`src/rtl/serial_add_sub_ctrl_if.sv`:
```
// Request/response bundle for the bit-serial add/sub unit.
// The requester drives start/op/a/b; the unit returns busy/done and the registered result.
interface serial_add_sub_ctrl_if #(
  parameter int WIDTH = 32
);
  logic             start;
  logic             op;
  logic [WIDTH-1:0] a;
  logic [WIDTH-1:0] b;
  logic             busy;
  logic             done;
  logic [WIDTH-1:0] result;
  logic             c_out;
  logic             overflow;

  modport master (
    output start, op, a, b,
    input  busy, done, result, c_out, overflow
  );

  modport slave (
    input  start, op, a, b,
    output busy, done, result, c_out, overflow
  );
endinterface

```
`src/rtl/serial_add_sub_ctrl.sv`:
```
// Bit-serial adder/subtracter: one full_adder stepped LSB first over WIDTH cycles.
// Subtract is a + ~b + 1, with the +1 supplied as the initial carry.
module full_adder (
  input  logic a_i,
  input  logic b_i,
  input  logic c_i,
  output logic s_o,
  output logic c_o
);
  assign s_o = a_i ^ b_i ^ c_i;
  assign c_o = (a_i & b_i) | (a_i & c_i) | (b_i & c_i);
endmodule

module serial_add_sub_ctrl #(
  parameter int WIDTH = 32
) (
  input logic                  clk,
  input logic                  rst,
  serial_add_sub_ctrl_if.slave bus
);
  localparam int CW = $clog2(WIDTH);
  localparam logic [CW-1:0] LAST = CW'(WIDTH - 1);

  typedef enum logic [1:0] {IDLE, RUN, DONE} state_e;

  state_e           state_q;
  logic [WIDTH-1:0] a_q;
  logic [WIDTH-1:0] b_q;
  logic [WIDTH-2:0] s_q;
  logic             carry_q;
  logic [CW-1:0]    cnt_q;
  logic             busy_q;
  logic             done_q;
  logic [WIDTH-1:0] result_q;
  logic             c_out_q;
  logic             ovf_q;

  logic             fa_sum;
  logic             fa_carry;
  logic [WIDTH-1:0] s_d;

  full_adder u_fa (
    .a_i (a_q[0]),
    .b_i (b_q[0]),
    .c_i (carry_q),
    .s_o (fa_sum),
    .c_o (fa_carry)
  );

  // Sum shift register including the bit produced this cycle.
  assign s_d = {fa_sum, s_q};

  always_ff @(posedge clk) begin
    if (rst) begin
      state_q  <= IDLE;
      a_q      <= '0;
      b_q      <= '0;
      s_q      <= '0;
      carry_q  <= 1'b0;
      cnt_q    <= '0;
      busy_q   <= 1'b0;
      done_q   <= 1'b0;
      result_q <= '0;
      c_out_q  <= 1'b0;
      ovf_q    <= 1'b0;
    end else begin
      done_q <= 1'b0;
      unique case (state_q)
        IDLE, DONE: begin
          if (bus.start) begin
            a_q     <= bus.a;
            b_q     <= bus.op ? ~bus.b : bus.b;
            carry_q <= bus.op;
            cnt_q   <= '0;
            busy_q  <= 1'b1;
            state_q <= RUN;
          end else begin
            state_q <= IDLE;
          end
        end
        RUN: begin
          a_q     <= a_q >> 1;
          b_q     <= b_q >> 1;
          s_q     <= s_d[WIDTH-1:1];
          carry_q <= fa_carry;
          if (cnt_q == LAST) begin
            // carry_q here is the carry into the MSB, so overflow is its XOR with the carry out.
            result_q <= s_d;
            c_out_q  <= fa_carry;
            ovf_q    <= carry_q ^ fa_carry;
            busy_q   <= 1'b0;
            done_q   <= 1'b1;
            state_q  <= DONE;
          end else begin
            cnt_q <= cnt_q + CW'(1);
          end
        end
        default: state_q <= IDLE;
      endcase
    end
  end

  assign bus.busy     = busy_q;
  assign bus.done     = done_q;
  assign bus.result   = result_q;
  assign bus.c_out    = c_out_q;
  assign bus.overflow = ovf_q;
endmodule

```
`src/flat_wrapper.sv`:
```
// flat-port wrapper written by rule: the top's interface ports become plain ports
module serial_add_sub_ctrl_flat 
#(
  parameter int WIDTH = 32
)
  (clk, rst, bus_start, bus_op, bus_a, bus_b, bus_busy, bus_done, bus_result, bus_c_out, bus_overflow);
  serial_add_sub_ctrl_if #(.WIDTH(WIDTH)) bus_i ();
  input logic clk;
  input logic rst;
  input wire logic [$bits(bus_i.start)-1:0] bus_start;
  input wire logic [$bits(bus_i.op)-1:0] bus_op;
  input wire logic [$bits(bus_i.a)-1:0] bus_a;
  input wire logic [$bits(bus_i.b)-1:0] bus_b;
  output wire logic [$bits(bus_i.busy)-1:0] bus_busy;
  output wire logic [$bits(bus_i.done)-1:0] bus_done;
  output wire logic [$bits(bus_i.result)-1:0] bus_result;
  output wire logic [$bits(bus_i.c_out)-1:0] bus_c_out;
  output wire logic [$bits(bus_i.overflow)-1:0] bus_overflow;
  assign bus_i.start = bus_start;
  assign bus_i.op = bus_op;
  assign bus_i.a = bus_a;
  assign bus_i.b = bus_b;
  assign bus_busy = bus_i.busy;
  assign bus_done = bus_i.done;
  assign bus_result = bus_i.result;
  assign bus_c_out = bus_i.c_out;
  assign bus_overflow = bus_i.overflow;
  serial_add_sub_ctrl #(.WIDTH(WIDTH)) u_core (.clk(clk), .rst(rst), .bus(bus_i));
endmodule
```
`config.mk`:
```
export PLATFORM = sky130hd
export DESIGN_NAME = serial_add_sub_ctrl_flat
export DESIGN_NICKNAME = d
export VERILOG_FILES = /design/src/rtl/serial_add_sub_ctrl_if.sv /design/src/rtl/serial_add_sub_ctrl.sv /design/src/flat_wrapper.sv
export SDC_FILE = /design/constraint.sdc
export NUM_CORES = 1
export LEC_CHECK = 0
export CORE_ASPECT_RATIO = 2
export CORE_MARGIN = 8
export CORE_UTILIZATION = 52
export DETAILED_ROUTE_END_ITERATION = 10
export PLACE_DENSITY_LB_ADDON = 0.15
export RECOVER_POWER = 25
export SKIP_CTS_REPAIR_TIMING = 1
export SLEW_MARGIN = 40
export SYNTH_ARGS = -nofsm -noshare
export SYNTH_HDL_FRONTEND = slang
export SYNTH_SLANG_ARGS = --single-unit
```
`constraint.sdc`:
```
create_clock -name clk -period 2.35 [get_ports clk]
set_input_delay 0.47 -clock clk [delete_from_list [all_inputs] [get_ports clk]]
set_output_delay 0.47 -clock clk [all_outputs]
set_load 0.01 [all_outputs]
```
# After elaboration in Yosys (flattened, before gate mapping)
# Cells that the tools add are included.
# op_classes
add_sub_neg	1
mul	0
div_mod_pow	0
n_lt_le_gt_ge	0
eq_ne	6
shift	0
muxes	17
bitwise	10
n_reduce_logical	8
# ops
operator	n
$pmux W32 S2	2
$mux W32	3
$not A32 Y32	1
$mux W5	2
$pmux W5 S2	1
$reduce_and A3 Y1	2
$add A5 B1 Y5 const B	1
$eq A5 B5 Y1 const B	1
$mux W1	5
$ne A2 B2 Y1 const B	2
$pmux W1 S2	2
$pmux W2 S2	1
$reduce_and A2 Y1	2
$reduce_or A2 Y1	2
$and A1 B1 Y1	3
$xor A1 B1 Y1	3
$eq A2 B1 Y1 const B	1
$eq A2 B2 Y1 const B	1
$logic_not A2 Y1	1
$mux W2	1
$ne A2 B1 Y1 const B	1
$or A1 B1 Y1	2
$reduce_bool A2 Y1	1
$not A1 Y1	1
# totals
regBits	139
latch_bits	0
ram_bits	0
rom_bits	0
inputBits	68
out_inout_bits	36
n_memories	0

# Depth between registers and ports, before layout
# Gate-level depths: netlist of the first run.
# depth
ltp_word	4
mapped_depth	8

# By module
# Synthesis of the first run repeated with hierarchy kept, for this count alone.
# hier_totals
hier_cells	587
hier_area_um2	5367.6
# by_module_without_submodules
module	instances	cells_each	area_per_inst_um2	seq_area_each_um2
serial_add_sub_ctrl	1	586	5347.6	2782.7
full_adder	1	1	20.0	0.0

# Worst setup path after synthesis of the first run
# OpenSTA, ideal clock, no wires.
# synth_path
path_kind	register to register
from	reg u_core.cnt_q[0]
to	reg u_core.cnt_q[3]
arrival_time_ps	1955
required_time_ps	2270
setup_slack_ps	315
path_stages_with_launch	8
path_buffers	1
synth_period_minus_slack_ps	2035
path_cell_list	dfxtp_1 > ha_1 > and3_1 > ha_1 > or3b_1 > buf_2 > or3_1 > a211oi_2
# synth_between
elab_chain_cells	3
# synth_rtl
element	line	source
start: declaration	serial_add_sub_ctrl.sv:31	logic [CW-1:0] cnt_q;
start signal: assignment	serial_add_sub_ctrl.sv:95	cnt_q <= cnt_q + CW'(1);
$add A5 B1 Y5 or $eq A5 B5 Y1 (tied branches)	serial_add_sub_ctrl.sv:95, serial_add_sub_ctrl.sv:86	
$mux W5 or $ne A2 B2 Y1 (tied branches)	-	
$pmux W5 S2 or $reduce_and A3 Y1 (tied branches)	-	
# Parallel ways exist; a longest one is shown, timed or not. The select of a mux whose other input is x is not followed.
# A chain may end at the register's enable or synchronous reset.

# Worst setup path after layout of the first run
# Ends and elaborated chain as after synthesis.

==> results of run 1 <==
-- power groups by stage --
stage | combinational (mW) | sequential, mW | clock, mW
6_report | 0.545 | 2.51 | 2.70
5_1_grt | 0.600 | 2.51 | 2.85
4_1_cts | 0.551 | 2.50 | 2.75
3_5_place_dp | 0.549 | 2.56 | 0
3_3_place_gp | 0.535 | 2.55 | 0
2_1_floorplan | 0.341 | 2.54 | 0
-- area by class of cell --
| type | count | area share (%) |
|---|---|---|
| Inverter | 2 | 0.104 |
| Sequential cell | 139 | 38.5 |
| Multi-Input combinational cell | 455 | 34.4 |
| Clock inverter | 15 | 2.44 |
| Tap cell | 137 | 2.37 |
| Clock buffer | 17 | 5.88 |
| Timing Repair Buffer | 115 | 16.3 |
-- critical path: stages (launching register included) --
cell and delay, ns:
dfxtp_1 0.34, ha_1 0.21, and3_1 0.20, ha_1 0.25
or3b_1 0.47, or3_1 0.39, a211oi_2 0.22
-- final timing paths --
path         slack [ns]  cells after the start                          startpoint                                 end
max reg2reg        0.18                      6        u_core.cnt_q[0]$_SDFFE_PP0P_        u_core.cnt_q[3]$_SDFFE_PP0P_
max                0.18                      6        u_core.cnt_q[0]$_SDFFE_PP0P_        u_core.cnt_q[3]$_SDFFE_PP0P_
min                0.45                      2  u_core.bus.result[11]$_SDFFE_PP0P_  u_core.bus.result[11]$_SDFFE_PP0P_
min reg2reg        0.45                      2  u_core.bus.result[11]$_SDFFE_PP0P_  u_core.bus.result[11]$_SDFFE_PP0P_
-- metal layers --
metal | global-route usage (%) | routed length, µm
met3 | 5.31 | 647
met2 | 31.9 | 7110
met4 | 7.60 | 252
met1 | 20.2 | 5020
met5 | 0 | 0
-- cell usage after synthesis, types with 2 or more instances --
library cell,instances,area (µm²)
dfxtp_1,139,2780
a21oi_1,133,666
nand2_1,132,495
nand3_1,68,340
a22oi_1,63,473
clkbuf_1,46,173
xor2_1,32,280
buf_2,12,60.1
buf_1,6,22.5
ha_1,3,37.5
nor2_1,3,11.3
inv_1,2,7.51
nand2b_1,2,12.5
nor2b_1,2,12.5
xnor2_1,2,17.5
-- state kept, by name, indices dropped and copies added, names as in the netlist --
signal and cells:
u_core.a_q 32, u_core.b_q 32, u_core.bus.result 32, u_core.s_q 31, u_core.cnt_q 5, u_core.state_q 2
u_core.bus.busy 1, u_core.bus.c_out 1, u_core.bus.done 1, u_core.bus.overflow 1, u_core.carry_q 1
-- cells by family after synthesis --
family,Yosys count
and+or+nand+nor,216
AOI/OAI and AO/OA,201
DFF,139
buffers and inverters,67
xor gates and xnor gates,34
adders and majority gates,4
-- per-stage QoR --
step	instances	hold slack, ns	setup slack (ns)	power [mW]
global placement	848	0.442	0.293	3.08
floorplan	661	0.432	0.315	2.88
detailed placement	848	0.446	0.196	3.10
CTS	880	0.454	0.176	5.81
finish	880	0.452	0.178	5.75
global route	880	0.471	0.0895	5.97
-- placed cells by master (no fill, tap or decap), types with 2 or more instances in the layout --
master	synthesis	routed
a21oi_1	133	133
a22oi_1	63	63
clkbuf_2	0	2
nor2b_4	0	2
xor2_1	32	32
clkbuf_16	0	17
clkdlybuf4s50_1	0	101
inv_6	0	8
dfxtp_1	139	139
xnor2_1	2	2
buf_12	0	6
inv_1	2	2
inv_8	0	3
ha_1	3	3
buf_4	1	4
nand2_1	132	132
bufinv_16	0	2
nand3_1	68	68
nor2_1	3	3
==> metrics.log, run 1 <==
INFO  metric fin_crit_sh = 92.4%
INFO  metric synthFlopType = dfxtp_1
INFO  metric grt_start_max_net_pins = 68
INFO  metric antenna_found_initial = 0
INFO  metric die_area = 14400 µm²
INFO  metric place.gp.congestion = 0.756
INFO  metric post_synth_xor_area_fraction = 5.39%
INFO  metric fraction_of_the_mapped_netlist_area_in_adder_cells = 1.04%
INFO  metric cts.clk_slew.worst_paths = 0.06 ns
INFO  metric start_util = 53.0%
INFO  metric criticalPathCategory = register to register
INFO  metric worst_ep_arrival_time = 2.50 ns
INFO  metric vdd_ir_drop_max = 0.671 mV
INFO  metric timing.max_slew.rel_slack = 34.8%
INFO  metric post_synth_inst_count = 661
INFO  metric cell_internal_pwr = 4.31 mW
INFO  metric run_status = complete, no violations
INFO  metric synth_mux_area_share = 0%
INFO  metric hold_violations = 0
INFO  metric post-route-drc-count = 0
INFO  metric ios = 104
INFO  metric combined_area_of_the_multi_input_logic_cells = 2490 µm²
INFO  metric p_leak = 2.51 nW
INFO  metric final.setup.tns = 0 ns
INFO  metric switching_share = 25.1%
INFO  metric cts_inserted_buffers = 17
INFO  metric clk_latency = 0.41 ns
INFO  metric antenna_cells = 0
INFO  metric die_width = 88.9 µm
INFO  metric final-seq-area = 2780 µm²
INFO  metric synth_top_family_by_area = compound AO/OA/AOI/OAI gates
INFO  metric crit_path_max_fanout = 7
INFO  metric number_of_enable_flip_flop_cells_after_synthesis = 0
INFO  metric pwr_density_cell = 794 nW/µm²
INFO  metric synthesis.nets = 733
INFO  metric cts_tree = built
INFO  metric final.min_clock_period = 2.17 ns
INFO  metric power.share.combinational = 9.5%
INFO  metric synth-simple-area-share = 17.0%
INFO  metric cts.sinks = 139
INFO  metric number_of_max_slew_violations_in_the_final_report = 0
INFO  metric vias = 4905
INFO  metric post-dp-hpwl = 8610 µm
INFO  metric vias_per_cell = 5.57
INFO  metric grt.overflow.total = 0
INFO  metric coreArea = 10400 µm²
INFO  metric yosys_warnings = 0
INFO  metric drive_above_1_share = 6.59%
INFO  metric yosys_register_bits = 139
INFO  metric seq_area_frac_synth = 50.4%
INFO  metric die_height = 162 µm
INFO  metric area_growth = 31.0%
INFO  metric complex_gate_fraction_of_the_synthesized_area = 21.3%
INFO  metric drt-pass1-iter-count = 5
INFO  metric ys_async_sr_fraction = 0%
INFO  metric avgRoutedWirePerCell = 14.8 µm
INFO  metric worst_pin_slew = 0.978 ns
INFO  metric clk_path_buf_depth = 2
INFO  metric portBuffers = 103
INFO  metric grt_pass1_wl = 21600 µm
INFO  metric fp-row-count = 53
INFO  metric end_kind = register
INFO  metric cts-htree-levels = 4
INFO  metric max_freq = 460 MHz
INFO  metric share_seq_of_total_power = 43.6%
INFO  metric timing.critical_path.from_type = register
INFO  metric clock_tree.root_cell = clkbuf_16
INFO  metric switching_power = 1.44 mW
INFO  metric syn_avg_cell_area = 8.36 µm²
INFO  metric dr.first_iter.drc_count = 173
INFO  metric clock_power_share = 46.9%
INFO  metric hp-class = register to register
INFO  metric nNetsFinal = 802
INFO  metric setup_viol_count_final = 0
INFO  metric critPathRequiredTime = 2.68 ns
INFO  metric rsz_0062_raised_after_global_routing = no
INFO  metric antenna_violating_nets_post_route = 0
INFO  metric nFillCells = 850
INFO  metric synth.lib_cells_used.distinct = 31
INFO  metric post_synth_instance_area = 5520 µm²
INFO  metric wl = 13000 µm
INFO  metric final_area = 7240 µm²
INFO  metric gr_util_all_layers = 18.5%
INFO  metric cap_violations = 0
INFO  metric utilization = 69.5%
INFO  metric finClkSkew = 0.00709 ns
INFO  metric first_global_vias = 4753
INFO  metric detailed_place.area = 6650 µm²
No activity file was read; power rests on OpenSTA's default activity.
==> run 2, diff against run 1 <==
Settings changed: CAP_MARGIN set to 20.
==> results of run 2 <==
No change in the layout: final DEF, timing and power equal those of run 1.
